$ cat src/rtl/ip_sdram_arbiter.sv
// rtl/ip_sdram_arbiter.sv - two-port ip_sdram command arbiter with periodic auto-refresh
// SDRAM_ARB_ROUND_ROBIN_EN: alternate A/B priority on simultaneous requests (default: A always wins)
module ip_sdram_arbiter #(
  parameter int ACCESS_CYCLES    = 6,
  parameter int REFRESH_CYCLES   = 8,
  parameter int REFRESH_INTERVAL = 640
) (
  input  logic        clk,
  input  logic        reset_n,
  input  logic        sdram_init_busy,
  input  logic [22:0] a_address,
  input  logic        a_valid,
  input  logic        a_write,
  input  logic [7:0]  a_wdata,
  output logic        a_ready,
  output logic [31:0] a_rdata,
  output logic        a_rdata_en,
  input  logic [22:0] b_address,
  input  logic        b_valid,
  input  logic        b_write,
  input  logic [7:0]  b_wdata,
  output logic        b_ready,
  output logic [31:0] b_rdata,
  output logic        b_rdata_en,
  output logic [22:0] sdram_address,
  output logic        sdram_valid,
  output logic        sdram_write,
  output logic        sdram_refresh,
  output logic [7:0]  sdram_wdata,
  input  logic [31:0] sdram_rdata,
  input  logic        sdram_rdata_en
);

  localparam int BMAX = (ACCESS_CYCLES > REFRESH_CYCLES) ? ACCESS_CYCLES : REFRESH_CYCLES;
  localparam int BW   = $clog2(BMAX);
  localparam int RW   = $clog2(REFRESH_INTERVAL);
  localparam logic [BW-1:0] ACC_LOAD   = BW'(ACCESS_CYCLES - 1);
  localparam logic [BW-1:0] REF_LOAD   = BW'(REFRESH_CYCLES - 1);
  localparam logic [RW-1:0] REF_RELOAD = RW'(REFRESH_INTERVAL - 1);

  typedef enum logic [1:0] {S_INIT, S_IDLE, S_BUSY} state_t;

  state_t        state;
  logic [BW-1:0] busy_cnt;
  logic [RW-1:0] ref_cnt;
  logic          refresh_pending;
  logic          rd_outstanding;
  logic          owner_b;
  logic          ref_expire;
  logic          idle;
  logic          grant_ref;
  logic          grant_a;
  logic          grant_b;
`ifdef SDRAM_ARB_ROUND_ROBIN_EN
  logic          last_b;
`endif

  always_comb begin
    idle       = (state == S_IDLE);
    ref_expire = (state != S_INIT) && (ref_cnt == '0);
    grant_ref  = idle && refresh_pending;
`ifdef SDRAM_ARB_ROUND_ROBIN_EN
    grant_a    = idle && !refresh_pending && a_valid && (!b_valid || last_b);
`else
    grant_a    = idle && !refresh_pending && a_valid;
`endif
    grant_b    = idle && !refresh_pending && b_valid && !grant_a;
  end

  always_ff @(posedge clk or negedge reset_n) begin
    if (!reset_n) begin
      state           <= S_INIT;
      busy_cnt        <= '0;
      ref_cnt         <= REF_RELOAD;
      refresh_pending <= 1'b0;
      rd_outstanding  <= 1'b0;
      owner_b         <= 1'b0;
`ifdef SDRAM_ARB_ROUND_ROBIN_EN
      last_b          <= 1'b1;
`endif
      a_ready         <= 1'b0;
      a_rdata         <= '0;
      a_rdata_en      <= 1'b0;
      b_ready         <= 1'b0;
      b_rdata         <= '0;
      b_rdata_en      <= 1'b0;
      sdram_address   <= '0;
      sdram_valid     <= 1'b0;
      sdram_write     <= 1'b0;
      sdram_refresh   <= 1'b0;
      sdram_wdata     <= '0;
    end else begin
      a_ready       <= 1'b0;
      b_ready       <= 1'b0;
      a_rdata_en    <= 1'b0;
      b_rdata_en    <= 1'b0;
      sdram_valid   <= 1'b0;
      sdram_refresh <= 1'b0;

      if (state == S_INIT || ref_expire) ref_cnt <= REF_RELOAD;
      else                               ref_cnt <= ref_cnt - 1'b1;

      // a new expiry outranks the clear from a refresh grant in the same cycle
      if (ref_expire)     refresh_pending <= 1'b1;
      else if (grant_ref) refresh_pending <= 1'b0;

      if (sdram_rdata_en && rd_outstanding) begin
        rd_outstanding <= 1'b0;
        if (owner_b) begin
          b_rdata    <= sdram_rdata;
          b_rdata_en <= 1'b1;
        end else begin
          a_rdata    <= sdram_rdata;
          a_rdata_en <= 1'b1;
        end
      end

      case (state)
        S_INIT: begin
          if (!sdram_init_busy) state <= S_IDLE;
        end
        S_IDLE: begin
          if (grant_ref) begin
            sdram_refresh <= 1'b1;
            busy_cnt      <= REF_LOAD;
            state         <= S_BUSY;
          end else if (grant_a) begin
            a_ready        <= 1'b1;
            sdram_valid    <= 1'b1;
            sdram_address  <= a_address;
            sdram_write    <= a_write;
            sdram_wdata    <= a_wdata;
            owner_b        <= 1'b0;
            rd_outstanding <= !a_write;
            busy_cnt       <= ACC_LOAD;
            state          <= S_BUSY;
`ifdef SDRAM_ARB_ROUND_ROBIN_EN
            last_b         <= 1'b0;
`endif
          end else if (grant_b) begin
            b_ready        <= 1'b1;
            sdram_valid    <= 1'b1;
            sdram_address  <= b_address;
            sdram_write    <= b_write;
            sdram_wdata    <= b_wdata;
            owner_b        <= 1'b1;
            rd_outstanding <= !b_write;
            busy_cnt       <= ACC_LOAD;
            state          <= S_BUSY;
`ifdef SDRAM_ARB_ROUND_ROBIN_EN
            last_b         <= 1'b1;
`endif
          end
        end
        S_BUSY: begin
          // a late read keeps the slot until its data comes back
          if (busy_cnt == '0) begin
            if (!rd_outstanding || sdram_rdata_en) state <= S_IDLE;
          end else begin
            busy_cnt <= busy_cnt - 1'b1;
          end
        end
        default: state <= S_INIT;
      endcase
    end
  end

endmodule

$ cat config.mk
export PLATFORM = sky130hd
export DESIGN_NAME = ip_sdram_arbiter
export DESIGN_NICKNAME = d
export VERILOG_FILES = /design/src/rtl/ip_sdram_arbiter.sv
export SDC_FILE = /design/constraint.sdc
export NUM_CORES = 1
export LEC_CHECK = 0
export ABC_AREA = 1
export BUFFER_PORTS_ARGS = -buffer_cell sky130_fd_sc_hd__clkbuf_2
export CAP_MARGIN = 25
export CORE_UTILIZATION = 31
export CTS_CLUSTER_DIAMETER = 120
export CTS_CLUSTER_SIZE = 25
export DETAILED_ROUTE_END_ITERATION = 8
export GPL_ROUTABILITY_DRIVEN = 0
export GPL_TIMING_DRIVEN = 1
export PLACE_DENSITY = 0.55
export SYNTH_ARGS = -nofsm -noshare
export SYNTH_HDL_FRONTEND = slang
export SYNTH_SLANG_ARGS = --single-unit
$ cat constraint.sdc
create_clock -name clk -period 1.89 [get_ports clk]
set_input_delay 0.2835 -clock clk [delete_from_list [all_inputs] [get_ports clk]]
set_output_delay 0.2835 -clock clk [all_outputs]
set_load 0.1 [all_outputs]
==> metrics.md <==
| Metric | Value |
|---|---|
| DRC | `0` |
| Final Hold Vio Count | `0` |
| Final worst-path cycle share | `between 80% and 90%` |
| # IOs | `204` |
| YS warnings | `0` |
| CP startpoint kind | `register` |
| Worst slew margin | `between 60% and 70%` |
| Sequential area share after synthesis | `57.21%` |
| Synth cell types | `22` |
| Hold WC Path Type | `in -> reg` |
| Hold_ws | `0.1267 ns` |
| Slack of the worst reg-to-reg path | `between 0.2 and 0.3 ns` |
| RSZ-0062 raised after global routing | `false` |
| Crit path from | `state[1]$_DFFE_PN0P_` |
| Hold path depth | `3` |
| Share of cells above drive strength 1 | `31.37%` |
| H-tree depth | `4` |
| Met1 usage | `21.39%` |
| DIE HEIGHT | `~130 um` |
| CP max-delay cell | `dfrtp_1` |
| Most common cell after layout, fill and taps aside | `clkbuf_2` |
| Crit Path Max Fanout | `34` |
| Clock Latency Late Sink | `about 0.41 ns` |
| Layout overhead on the synthesized area | `35.07%` |
| Buf/Inv on CP | `2` |
| GR Util All Layers | `around 16%` |
| Synth Area per Inst | `roughly 8.6 um2` |
| Most Crowded Layer GR | `met2` |
| Routed len/inst | `roughly 13 um` |
| Drt initial violations | `approximately 240` |
| Clk_skew | `about 0.0072 ns` |
| Worst r2r src | `state[1]$_DFFE_PN0P_` |
| Post-route insts no fill | `between 1000 and 1500` |
| Post-layout instance area | `roughly 0.0071 mm2` |
| Antenna-violating nets left | `0` |
| Final Setup Violations | `0` |
| Postcts setup bufs | `0` |
| Num CTS Buffers | `17` |
| Register area | `between 0.003 and 0.004 mm2` |
| Die Span X | `132.3 um` |
| Clk sinks | `between 100 and 150` |
| Hold Path Origin | `sdram_rdata[11]` |
| Nets | `924` |
| Post-Synthesis Cell Area | `0.005266 mm2` |
| Vias in the first global route | `between 4000 and 5000` |
| Run status | `finished clean` |
| Setup TNS | `0 ns` |
| Initial antenna violation count | `0` |
| Initial Utilization | `between 30% and 40%` |
| Mapped Cells | `slightly above 600` |
| Critical Path RT | `around 2.2 ns` |
| Max Fclk | `a little over 600 MHz` |
| Clock tree root buffer cell | `clkbuf_16` |
| TritonCTS clock tree | `done` |
| Final number of max-transition violations | `0` |
| Via count | `about 4500` |
| DP HPWL | `approximately 9300 um` |
| # fillers | `around 1700` |
| Die area | `0.01751 mm2` |
| Number of cell rows | `47` |
| Met2 global-route usage | `between 20% and 30%` |
| Reg2reg path depth | `7` |
| Area of the multi-input gates | `roughly 0.0018 mm2` |
| Total core area | `approximately 0.017 mm2` |
| Most frequent cells in the layout | `clkbuf_2, nand2_1, dfrtp_1, inv_1, o21ai_0` |
| Synthesized flop and latch total | `120` |
| M3 GR Usage | `~6.3%` |
| Vias per Instance | `between 4 and 5` |
| Critical path cell sequence | `inv_1 -> nand2_2 -> nor2_8 -> o21ai_4 -> inv_4 -> nand3_1 -> nand2_1` |
| Worst Hold End | `b_rdata[11]$_DFFE_PN0P_` |
| DP Area | `roughly 0.0066 mm2` |
| Worst-margin pin slew | `between 0.5 and 0.6 ns` |
| CP arrival | `between 1.5 and 2 ns` |
| Largest net degree at the start of global routing | `66` |
| Clock Path Buffers | `2` |
| Crit path max-delay family | `simple AND/OR/NAND/NOR gates` |
| Tmin final | `between 1.5 and 2 ns` |
| First-pass GRT wire length | `between 20000 and 25000 um` |
| Max_cap viols | `0` |
| Port Buffers | `just over 200` |
| Post-Route WL | `13300 um` |
| CP Class | `reg -> reg` |
| Initial DRT Pass Iterations | `4` |
| CP endpoint kind | `register` |
| GRT Residual Overflow | `0` |
| Placed cells | `about 1000` |
| Critical path's largest stage delay | `about 0.40 ns` |
| Number of antenna diodes | `0` |
| Post-CTS sizing | `0` |
| Clk slew on worst S/H paths | `around 0.060 ns` |
| Syn Nets | `720` |
| Reg-to-reg endpoint | `sdram_address[19]$_DFFE_PN0P_` |
==> cell families (layout without fill, tap and decap cells) <==
family / Yosys count / in the layout / synth area share, %
AOI/OAI and AO/OA: 78 / 78 / 7.745
xor gates and xnor gates: 1 / 1 / 0.1663
and+or+nand+nor: 294 / 294 / 25.07
DFF: 120 / 120 / 57.21
buffers and inverters: 119 / 336 / 9.100
adders and majority gates: 3 / 3 / 0.7128
==> worst max-delay path by stage <==
stage,end,cells past startpoint
after global placement,ref_cnt[3]$_DFF_PN1_,7
after CTS,sdram_address[10]$_DFFE_PN0P_,7
after detailed placement,sdram_address[14]$_DFFE_PN0P_,7
after floorplan,ref_cnt[2]$_DFF_PN1_,6
final,sdram_address[19]$_DFFE_PN0P_,7
after global routing,sdram_address[10]$_DFFE_PN0P_,7
==> per-layer routing <==
metal	part of all wire, %	wire, um	vias up
met1	47	6309	2011
met3	8.2	1097	14
li1	-	-	2328
met4	1.2	160	0
met2	43	5734	177
met5	0	0	-
==> metrics by stage <==
step                util [%]  setup WS (ns)
floorplan                  -         0.4017
global placement       39.56         0.3232
detailed placement     39.56         0.2808
CTS                    42.89         0.2686
global route           42.89        0.07556
finish                 42.89         0.2785
==> worst reg2reg max path, stage by stage, from the launching register on <==
cell and delay [ns]:
dfrtp_1 0.40, inv_1 0.08, nand2_2 0.09, nor2_8 0.24
o21ai_4 0.20, inv_4 0.33, nand3_1 0.14, nand2_1 0.08
==> state kept, by name, indices dropped and copies added (netlist names) <==
signal	flops
a_rdata	32
a_rdata_en	1
a_ready	1
b_rdata	32
b_rdata_en	1
b_ready	1
busy_cnt	3
owner_b	1
rd_outstanding	1
ref_cnt	10
refresh_pending	1
sdram_address	23
sdram_refresh	1
sdram_valid	1
sdram_wdata	8
sdram_write	1
state	2
==> cell usage after synthesis <==
cell	instances	area (um2)
o22ai_1	1	6.260
ha_1	3	37.54
nor2_1	17	63.81
nand3b_1	33	247.7
o21ai_4	1	16.27
nand2_1	190	713.2
o21bai_1	2	15.01
clkbuf_1	12	45.04
o21ai_0	72	360.4
nand3_1	45	225.2
inv_4	1	6.260
nor2_8	1	20.02
or2_2	4	25.02
a21oi_1	2	10.01
buf_4	3	22.52
dfstp_2	8	210.2
buf_2	15	75.07
nand2_2	2	12.51
xor2_1	1	8.760
dfrtp_1	112	2803
inv_1	88	330.3
nand4_1	2	12.51
==> layout make-up <==
| cell class | count | share of cell area, % |
|---|---|---|
| Tap cell | 220 | 3.870 |
| Sequential cell | 120 | 42.36 |
| Clock inverter | 9 | 1.055 |
| Timing Repair Buffer | 215 | 16.32 |
| Multi-Input combinational cell | 376 | 25.08 |
| Inverter | 89 | 4.732 |
| Clock buffer | 23 | 6.579 |
==> repair_timing <==
action,CTS,global route
endpoints found under the hold margin,15,0
hold buffers,1,0
setup endpoints to repair,0,0
Power is left out: the tool's default activity adds up to more than one toggle a clock period on the data nets, which glitch-free logic cannot reach.
